===== config.mk =====
export PLATFORM = sky130hd
export DESIGN_NAME = sme_line_feeder
export DESIGN_NICKNAME = d
export VERILOG_FILES = /design/src/rtl/sme_line_feeder.sv
export SDC_FILE = /design/constraint.sdc
export NUM_CORES = 1
export LEC_CHECK = 0
export BUFFER_PORTS_ARGS = -buffer_cell sky130_fd_sc_hd__clkbuf_2
export CELL_PAD_IN_SITES_DETAIL_PLACEMENT = 1
export CELL_PAD_IN_SITES_GLOBAL_PLACEMENT = 1
export CORE_MARGIN = 8
export CORE_UTILIZATION = 50
export DETAILED_ROUTE_END_ITERATION = 8
export HOLD_SLACK_MARGIN = 0.12
export MAX_ROUTING_LAYER = met4
export PLACE_DENSITY = 0.76
export SETUP_SLACK_MARGIN = 0.15
export SLEW_MARGIN = 25
export SYNTH_ARGS = -nofsm -noshare
export SYNTH_HDL_FRONTEND = slang
export SYNTH_SLANG_ARGS = --single-unit

===== constraint.sdc =====
create_clock -name clk -period 5.34 [get_ports clk]
set_clock_uncertainty 0.1 [all_clocks]
set_input_delay 0.801 -clock clk [delete_from_list [all_inputs] [get_ports clk]]
set_output_delay 0.801 -clock clk [all_outputs]
set_load 0.05 [all_outputs]

===== src/rtl/sme_line_feeder.sv =====
// Line framer for the string-matching engine: buffers one LF-terminated line,
// replays it as a gap-free isstring/ispattern burst, then waits for the result.
module sme_line_feeder #(
    parameter int STR_MAX     = 32,
    parameter int PAT_MAX     = 8,
    parameter int TIMEOUT_CYC = 64
) (
    input  logic       clk,
    input  logic       reset,
    input  logic       in_valid,
    input  logic [7:0] in_data,
    output logic       in_ready,
    input  logic       sme_valid,
    output logic [7:0] chardata,
    output logic       isstring,
    output logic       ispattern,
    output logic       busy,
    output logic       err_overflow,
    output logic       err_nostr,
    output logic       err_timeout
);

    localparam int STR_AW = (STR_MAX > 1) ? $clog2(STR_MAX) : 1;
    localparam int PAT_AW = (PAT_MAX > 1) ? $clog2(PAT_MAX) : 1;
    localparam int TW     = (TIMEOUT_CYC > 1) ? $clog2(TIMEOUT_CYC) : 1;

    localparam logic [5:0]    STR_MAX_L    = 6'(STR_MAX);
    localparam logic [5:0]    PAT_MAX_L    = 6'(PAT_MAX);
    localparam logic [5:0]    LEN_SAT      = 6'h3F;
    localparam logic [TW-1:0] TIMEOUT_LAST = TW'(TIMEOUT_CYC - 1);
    localparam logic [7:0]    SOH          = 8'h01;
    localparam logic [7:0]    LF           = 8'h0A;

    typedef enum logic [1:0] {
        COLLECT,
        SEND_STR,
        SEND_PAT,
        WAIT_RES
    } state_t;

    state_t          state_q, state_d;
    logic [5:0]      len_q, len_d;
    logic [5:0]      send_len_q, send_len_d;
    logic [5:0]      idx_q, idx_d;
    logic [TW-1:0]   timer_q, timer_d;
    logic            first_q, first_d;
    logic            str_line_q, str_line_d;
    logic            have_str_q, have_str_d;
    logic [7:0]      chardata_q, chardata_d;
    logic            isstring_q, isstring_d;
    logic            ispattern_q, ispattern_d;
    logic            err_ovf_q, err_ovf_d;
    logic            err_nostr_q, err_nostr_d;
    logic            err_to_q, err_to_d;
    logic            str_we, pat_we;
    logic            accept;

    logic [7:0] str_buf [STR_MAX];
    logic [7:0] pat_buf [PAT_MAX];

    assign in_ready = (state_q == COLLECT) & ~reset;
    assign accept   = in_valid & in_ready;

    always_comb begin
        // NOTE: every next-state signal gets its hold value first so no path through the case infers a latch.
        state_d     = state_q;
        len_d       = len_q;
        send_len_d  = send_len_q;
        idx_d       = idx_q;
        timer_d     = timer_q;
        first_d     = first_q;
        str_line_d  = str_line_q;
        have_str_d  = have_str_q;
        chardata_d  = chardata_q;
        isstring_d  = isstring_q;
        ispattern_d = ispattern_q;
        err_ovf_d   = err_ovf_q;
        err_nostr_d = err_nostr_q;
        err_to_d    = err_to_q;
        str_we      = 1'b0;
        pat_we      = 1'b0;

        case (state_q)
            COLLECT: begin
                if (accept) begin
                    if (in_data == LF) begin
                        first_d = 1'b1;
                        len_d   = '0;
                        // Zero-length lines (LF alone, SOH+LF) fall through untouched.
                        if (len_q != '0) begin
                            if (str_line_q) begin
                                state_d    = SEND_STR;
                                send_len_d = (len_q > STR_MAX_L) ? STR_MAX_L : len_q;
                                idx_d      = '0;
                                have_str_d = 1'b1;
                            end else if (have_str_q) begin
                                state_d    = SEND_PAT;
                                send_len_d = (len_q > PAT_MAX_L) ? PAT_MAX_L : len_q;
                                idx_d      = '0;
                            end else begin
                                err_nostr_d = 1'b1;
                            end
                        end
                    end else if (first_q) begin
                        first_d    = 1'b0;
                        str_line_d = (in_data == SOH);
                        if (in_data != SOH) begin
                            pat_we = 1'b1;
                            len_d  = 6'd1;
                        end
                    end else begin
                        if (str_line_q) begin
                            if (len_q < STR_MAX_L) str_we = 1'b1;
                            else                   err_ovf_d = 1'b1;
                        end else begin
                            if (len_q < PAT_MAX_L) pat_we = 1'b1;
                            else                   err_ovf_d = 1'b1;
                        end
                        if (len_q != LEN_SAT) len_d = len_q + 6'd1;
                    end
                end
            end
            SEND_STR, SEND_PAT: begin
                if (idx_q < send_len_q) begin
                    chardata_d  = (state_q == SEND_STR) ? str_buf[idx_q[STR_AW-1:0]]
                                                        : pat_buf[idx_q[PAT_AW-1:0]];
                    isstring_d  = (state_q == SEND_STR);
                    ispattern_d = (state_q == SEND_PAT);
                    idx_d       = idx_q + 6'd1;
                end else begin
                    chardata_d  = 8'h00;
                    isstring_d  = 1'b0;
                    ispattern_d = 1'b0;
                    timer_d     = '0;
                    state_d     = (state_q == SEND_STR) ? COLLECT : WAIT_RES;
                end
            end
            WAIT_RES: begin
                // A result arriving on the last timer cycle still counts as success.
                if (sme_valid) begin
                    state_d = COLLECT;
                end else if (timer_q == TIMEOUT_LAST) begin
                    err_to_d = 1'b1;
                    state_d  = COLLECT;
                end else begin
                    timer_d = timer_q + TW'(1);
                end
            end
            default: state_d = COLLECT;
        endcase
    end

    // NOTE: sequential state uses non-blocking assignments so every register samples pre-edge values.
    always_ff @(posedge clk) begin
        if (reset) begin
            state_q     <= COLLECT;
            len_q       <= '0;
            send_len_q  <= '0;
            idx_q       <= '0;
            timer_q     <= '0;
            first_q     <= 1'b1;
            str_line_q  <= 1'b0;
            have_str_q  <= 1'b0;
            chardata_q  <= 8'h00;
            isstring_q  <= 1'b0;
            ispattern_q <= 1'b0;
            err_ovf_q   <= 1'b0;
            err_nostr_q <= 1'b0;
            err_to_q    <= 1'b0;
        end else begin
            state_q     <= state_d;
            len_q       <= len_d;
            send_len_q  <= send_len_d;
            idx_q       <= idx_d;
            timer_q     <= timer_d;
            first_q     <= first_d;
            str_line_q  <= str_line_d;
            have_str_q  <= have_str_d;
            chardata_q  <= chardata_d;
            isstring_q  <= isstring_d;
            ispattern_q <= ispattern_d;
            err_ovf_q   <= err_ovf_d;
            err_nostr_q <= err_nostr_d;
            err_to_q    <= err_to_d;
        end
    end

    // NOTE: line buffers carry no reset; only positions below the captured length are ever read.
    always_ff @(posedge clk) begin
        if (str_we) str_buf[len_q[STR_AW-1:0]] <= in_data;
        if (pat_we) pat_buf[len_q[PAT_AW-1:0]] <= in_data;
    end

    assign chardata     = chardata_q;
    assign isstring     = isstring_q;
    assign ispattern    = ispattern_q;
    assign busy         = (state_q != COLLECT);
    assign err_overflow = err_ovf_q;
    assign err_nostr    = err_nostr_q;
    assign err_timeout  = err_to_q;

endmodule


Word level (Yosys, flattened, before mapping):

Memories as Yosys holds them, arrays and structs flattened. A register that Yosys moved wholly into a read port is not among the register bits.
Cells that the tools add are included.

* bits in registers: 42
* word-level logic and storage cells: 129
* memory bits (writable): 320
* memories kept: 2
* input port bits: 12

Memory list
* str_buf: words 32, bits a word 8, rd ports 1, clocked after Yosys merged registers in 1, wr ports 1, line 58 `logic [7:0] str_buf [STR_MAX];`
* pat_buf: words 8, bits a word 8, rd ports 1, clocked after Yosys merged registers in 1, wr ports 1, line 59 `logic [7:0] pat_buf [PAT_MAX];`

* reductions and logical operators: 19
* mux-type cells: 58
* equality and inequality tests: 20
* magnitude comparators: 5
* add/subtract/negate cells: 3
* bitwise operators: 8

Operators with widths (number)
* $mux 6: 17
* $pmux 6 s2: 2
* $reduce_and 6->1: 4
* $mux 1: 23
* $add 6x1->6 const B: 3
* $mux 2: 9
* $mux 8: 2
* $ne 2x2->1 const B: 7
* $reduce_and 4->1: 3
* $mux 5: 2
* $reduce_and 5->1: 2
* $eq 8x1->1 const B: 1
* $eq 8x4->1 const B: 1
* $ne 8x1->1 const B: 1
* $reduce_bool 2->1: 4
* $eq 6x6->1 const B: 1
* $gt 6x4->1 const B: 1
* $gt 6x6->1 const B: 1
* $lt 6x4->1 const B: 1
* $lt 6x6->1: 1
* $lt 6x6->1 const B: 1
* $mux 3: 2
* $ne 3x3->1 const B: 2
* $ne 6x6->1 const B: 1
* other kinds (13): 21

Logic depth before layout (Yosys ltp):

* depth after elaboration: 9
* depth in mapped cells: 10

Least setup slack after synthesis:

Ideal clock, no wire load.

* path type: input to register
* from: in in_data[1]
* to: mem str_buf[27][0] (enable)
* required time: 4.857 ns
* arrival: 2.336 ns
* path buffers: 0
* library setup time: 0.383 ns
* stages on the path: 5
* path slack: 2.521 ns
* cell sequence: and3b_1 a31oi_1 and3_1 nand2_1 nor3_1

* longest elaborated chain between the ends: 6

Ends and longest elaborated chain
* from (decl): line 11 `input logic [7:0] in_data,`
* $eq 8x4->1: line 86 `if (in_data == LF) begin`
* $mux 1: line 86
* $mux 1: line 85 `if (accept) begin`
* $mux 1: line 83 `case (state_q)`
* $mux 1: line 190 `if (str_we) str_buf[len_q[STR_AW-1:0]] <= in_data;`
* $mux 1 (not written as such): line 190
* to (decl): line 58

No other way between the ends.

Worst setup path after layout:

* from: in reset
* to: mem str_buf[26][6] (enable)

* longest elaborated chain between the ends: 7

Ends and longest elaborated chain
* from (decl): line 9 `input logic reset,`
* $not 1->1: line 61 `assign in_ready = (state_q == COLLECT) & ~reset;`
* $and 1x1->1: line 61
* $and 1x1->1: line 62 `assign accept = in_valid & in_ready;`
* $mux 1: line 85
* $mux 1: line 83
* $mux 1: line 190
* $mux 1 (not written as such): line 190

No other way between the ends.

==> results.sh <==
export IMPL_status="finished, final reports clean"
export IMPL_worstRegToRegCells=6
export IMPL_syn_area_um2=14600
export IMPL_syn_area_per_cell_um2=18.3
export IMPL_timing_rr_end="str_buf[26][6]"
export IMPL_synth_top_area_frac=0.656
export IMPL_die_x_um=187
export IMPL_setup_tns_ps=0
export IMPL_dieHeight_um=187
export IMPL_p_leak_nw=5.09
export IMPL_initial_core_util=0.509
export IMPL_finalSetupViolCount=0
export IMPL_critPathCaptureType="register"
export IMPL_yosysMostFrequentCell="edfxtp_1"
export IMPL_cts_made_buffers=39
export IMPL_drive_gt1_frac=0.232
export IMPL_drc=0
export IMPL_vias=7590
export IMPL_required_ps=5390
export IMPL_post_drt_via_cell_ratio=6.05
export IMPL_dp_hpwl_mm=22.4
export IMPL_seq_area_frac_synth=0.721
export IMPL_globalRouteOverflowTotal=0
export IMPL_drv_slew=0
export IMPL_cp_arrival_ps=3230
export IMPL_gp_routability_congestion=0.891
export IMPL_synthCells=798
export IMPL_clk_pin_slew_worst_paths_ps=60
export IMPL_drt_pass1_iter_count=5
export IMPL_critPathMaxStageDelay_ps=900
export IMPL_synth_top_family_by_area="multiplexers"
export IMPL_hold_ws_ps=358
export IMPL_yosys_area_share_simple=0.0522
export IMPL_fin_nets=874
export IMPL_insertion_delay_ps=540
export IMPL_holdPathStages=2
export IMPL_fin_cells=1255
export IMPL_core_rowCount=62
export IMPL_cts_max_level=2
export IMPL_rsz0062_at_grt="no"
export IMPL_fmax_mhz=315
export IMPL_grtUsageTotal=0.203
export IMPL_startpoint_type="input port"
export IMPL_ctsHoldBuffers=0
export IMPL_synth_edff_count=320
export IMPL_grt_start_max_net_pins=44
export IMPL_worst_slew_pin_slew_ps=1020
export IMPL_period_share=0.595
export IMPL_hold_class="register to register"
export IMPL_io_buffer_count=26
export IMPL_cts_root_buf="clkbuf_16"
export IMPL_first_global_vias=8216
export IMPL_synth_compound_area_frac=0.0337
export IMPL_reg2reg_from="state_q[0]"
export IMPL_cts_sinks=367
export IMPL_synth_flop_cell="edfxtp_1"
export IMPL_post_cts_buffers=0
export IMPL_cts_max_path_buffers=3
export IMPL_finalHoldViolCount=0
export IMPL_synthTopCellsByArea="edfxtp_1 (66%), mux4_2 (15%), dfxtp_1 (6.4%)"
export IMPL_cp_slowest_cell="nor3_1"
export IMPL_worst_path_max_fanout=29
export IMPL_ant_nets=0
export IMPL_cts_tree="done"
export IMPL_critPathBufInv=1
export IMPL_synth_common_cells="edfxtp_1 (320), mux4_2 (96), nor2_1 (65)"
export IMPL_drt_iter0_drc=621
export IMPL_worstHoldStart="send_len_q[4]"
export IMPL_wl_per_cell_um=27.3
export IMPL_grt_pass1_wl_mm=52.0
export IMPL_syn_to_final_growth_pct=12.1
export IMPL_synth_adder_area_share=0.0137
export IMPL_ys_types=49
export IMPL_rrSetupSlack_ps=2240
export IMPL_core_area_um2=28800
export IMPL_synth_xor_area_share=0.00718
export IMPL_period_needed_ps=3180
export IMPL_syn_num_nets=826
export IMPL_cp_top_family="simple AND/OR/NAND/NOR gates"
export IMPL_drt_total_wl_mm=34.2
export IMPL_ys_ff_latch=367
export IMPL_antenna_found_initial=1
export IMPL_min_to="send_len_q[4]"
export IMPL_dp_cells=1189
export IMPL_cts_resized=0
export IMPL_synthArstFlopShare=0
export IMPL_maxCapViolations=0
export IMPL_yosysWarningCount=0
export IMPL_maxSlewHeadroom=0.316
export IMPL_yosysTopAreaCell="edfxtp_1"
export IMPL_peakVddDrop_v=0.000350
export IMPL_cp_cell_sequence="clkbuf_2 > and3b_1 > and3_1 > nand2_1 > nor3_1"
export IMPL_critical_path_class="input port to register"
export IMPL_synthMuxAreaShare=0.155
export IMPL_die_area_um2=35000
export IMPL_ios=27
export IMPL_power_density_nw_per_um2=365
-- metrics by stage --
stage	cell area (µm²)	total power [mW]	util	worst slack [ps]
floorplan	14600	3.45	-	2520
global placement	15200	3.56	0.529	1730
detailed placement	15200	3.59	0.530	1520
CTS	16400	6.04	0.570	2050
global route	16400	6.16	0.570	2070
finish	16400	5.99	0.570	2160
-- cell usage in the layout, fill, tap and decap left out, types with 15 or more instances in the layout --
cell type / Yosys / routed
nor2_1: 65 / 65
a21oi_1: 25 / 25
buf_4: 8 / 21
inv_1: 17 / 17
ha_1: 16 / 16
edfxtp_1: 320 / 320
clkbuf_2: 0 / 26
clkbuf_16: 0 / 41
nand2_1: 36 / 36
nand3_1: 15 / 15
dfxtp_1: 47 / 44
mux4_2: 96 / 96
-- power by group --
part	leakage [nW]	total (mW)	internal, mW	switching (mW)
Combinational	1.27	0.363	0.164	0.200
Clock	0.560	2.47	1.41	1.06
Sequential	3.26	3.16	3.13	0.0283
Total	5.09	5.99	4.70	1.28
-- state kept, by name, indices dropped and copies added (netlist names), 2 cells and up, named ones only --
signal / count
timer_q: 6
pat_buf: 64
len_q: 6
send_len_q: 6
str_buf: 256
chardata: 8
idx_q: 6
state_q: 2
-- per-layer routing --
metal,wire [µm],vias to the layer above,track usage
met1,14300,3969,0.257
met5,0,-,-
li1,-,3286,-
met3,2350,61,0.0520
met4,891,0,0.0617
met2,16700,274,0.320
-- worst reg2reg max path: cells and delay by family (launching register included) --
kind                       cells  cell delay, ps
adders and majority gates      1             210
buffers and inverters          1             130
DFF                            1             350
and+or+nand+nor                4            1940
-- kinds of logic (layout without fill, tap and decap cells) --
logic type | Yosys count | after routing
AOI/OAI and AO/OA | 77 | 77
xor gates and xnor gates | 12 | 12
adders and majority gates | 16 | 16
buffers and inverters | 58 | 130
DFF | 367 | 367
muxes | 106 | 106
other | 0 | 1
and+or+nand+nor | 162 | 162
-- how the worst max path moves through the flow --
stage / startpoint / slack [ps] / to / cells past startpoint
after CTS: reset / 2050 / str_buf[24][3] / 5
final: reset / 2160 / str_buf[26][6] / 5
after global routing: reset / 2070 / str_buf[26][6] / 5
after global placement: reset / 1730 / str_buf[24][1] / 5
after floorplan: in_data[1] / 2520 / str_buf[27][0] / 5
after detailed placement: reset / 1520 / str_buf[24][3] / 5
-- cell type report --
cell class / count / area [µm²]
Antenna cell: 1 / 2.50
Clock buffer: 52 / 1080
Clock inverter: 13 / 68.8
Fill cell: 2562 / 12400
Inverter: 17 / 63.8
Multi-Input combinational cell: 373 / 3840
Sequential cell: 367 / 10600
Tap cell: 384 / 480
Timing Repair Buffer: 48 / 315
Note: power is estimated with default switching activity, not from simulation.
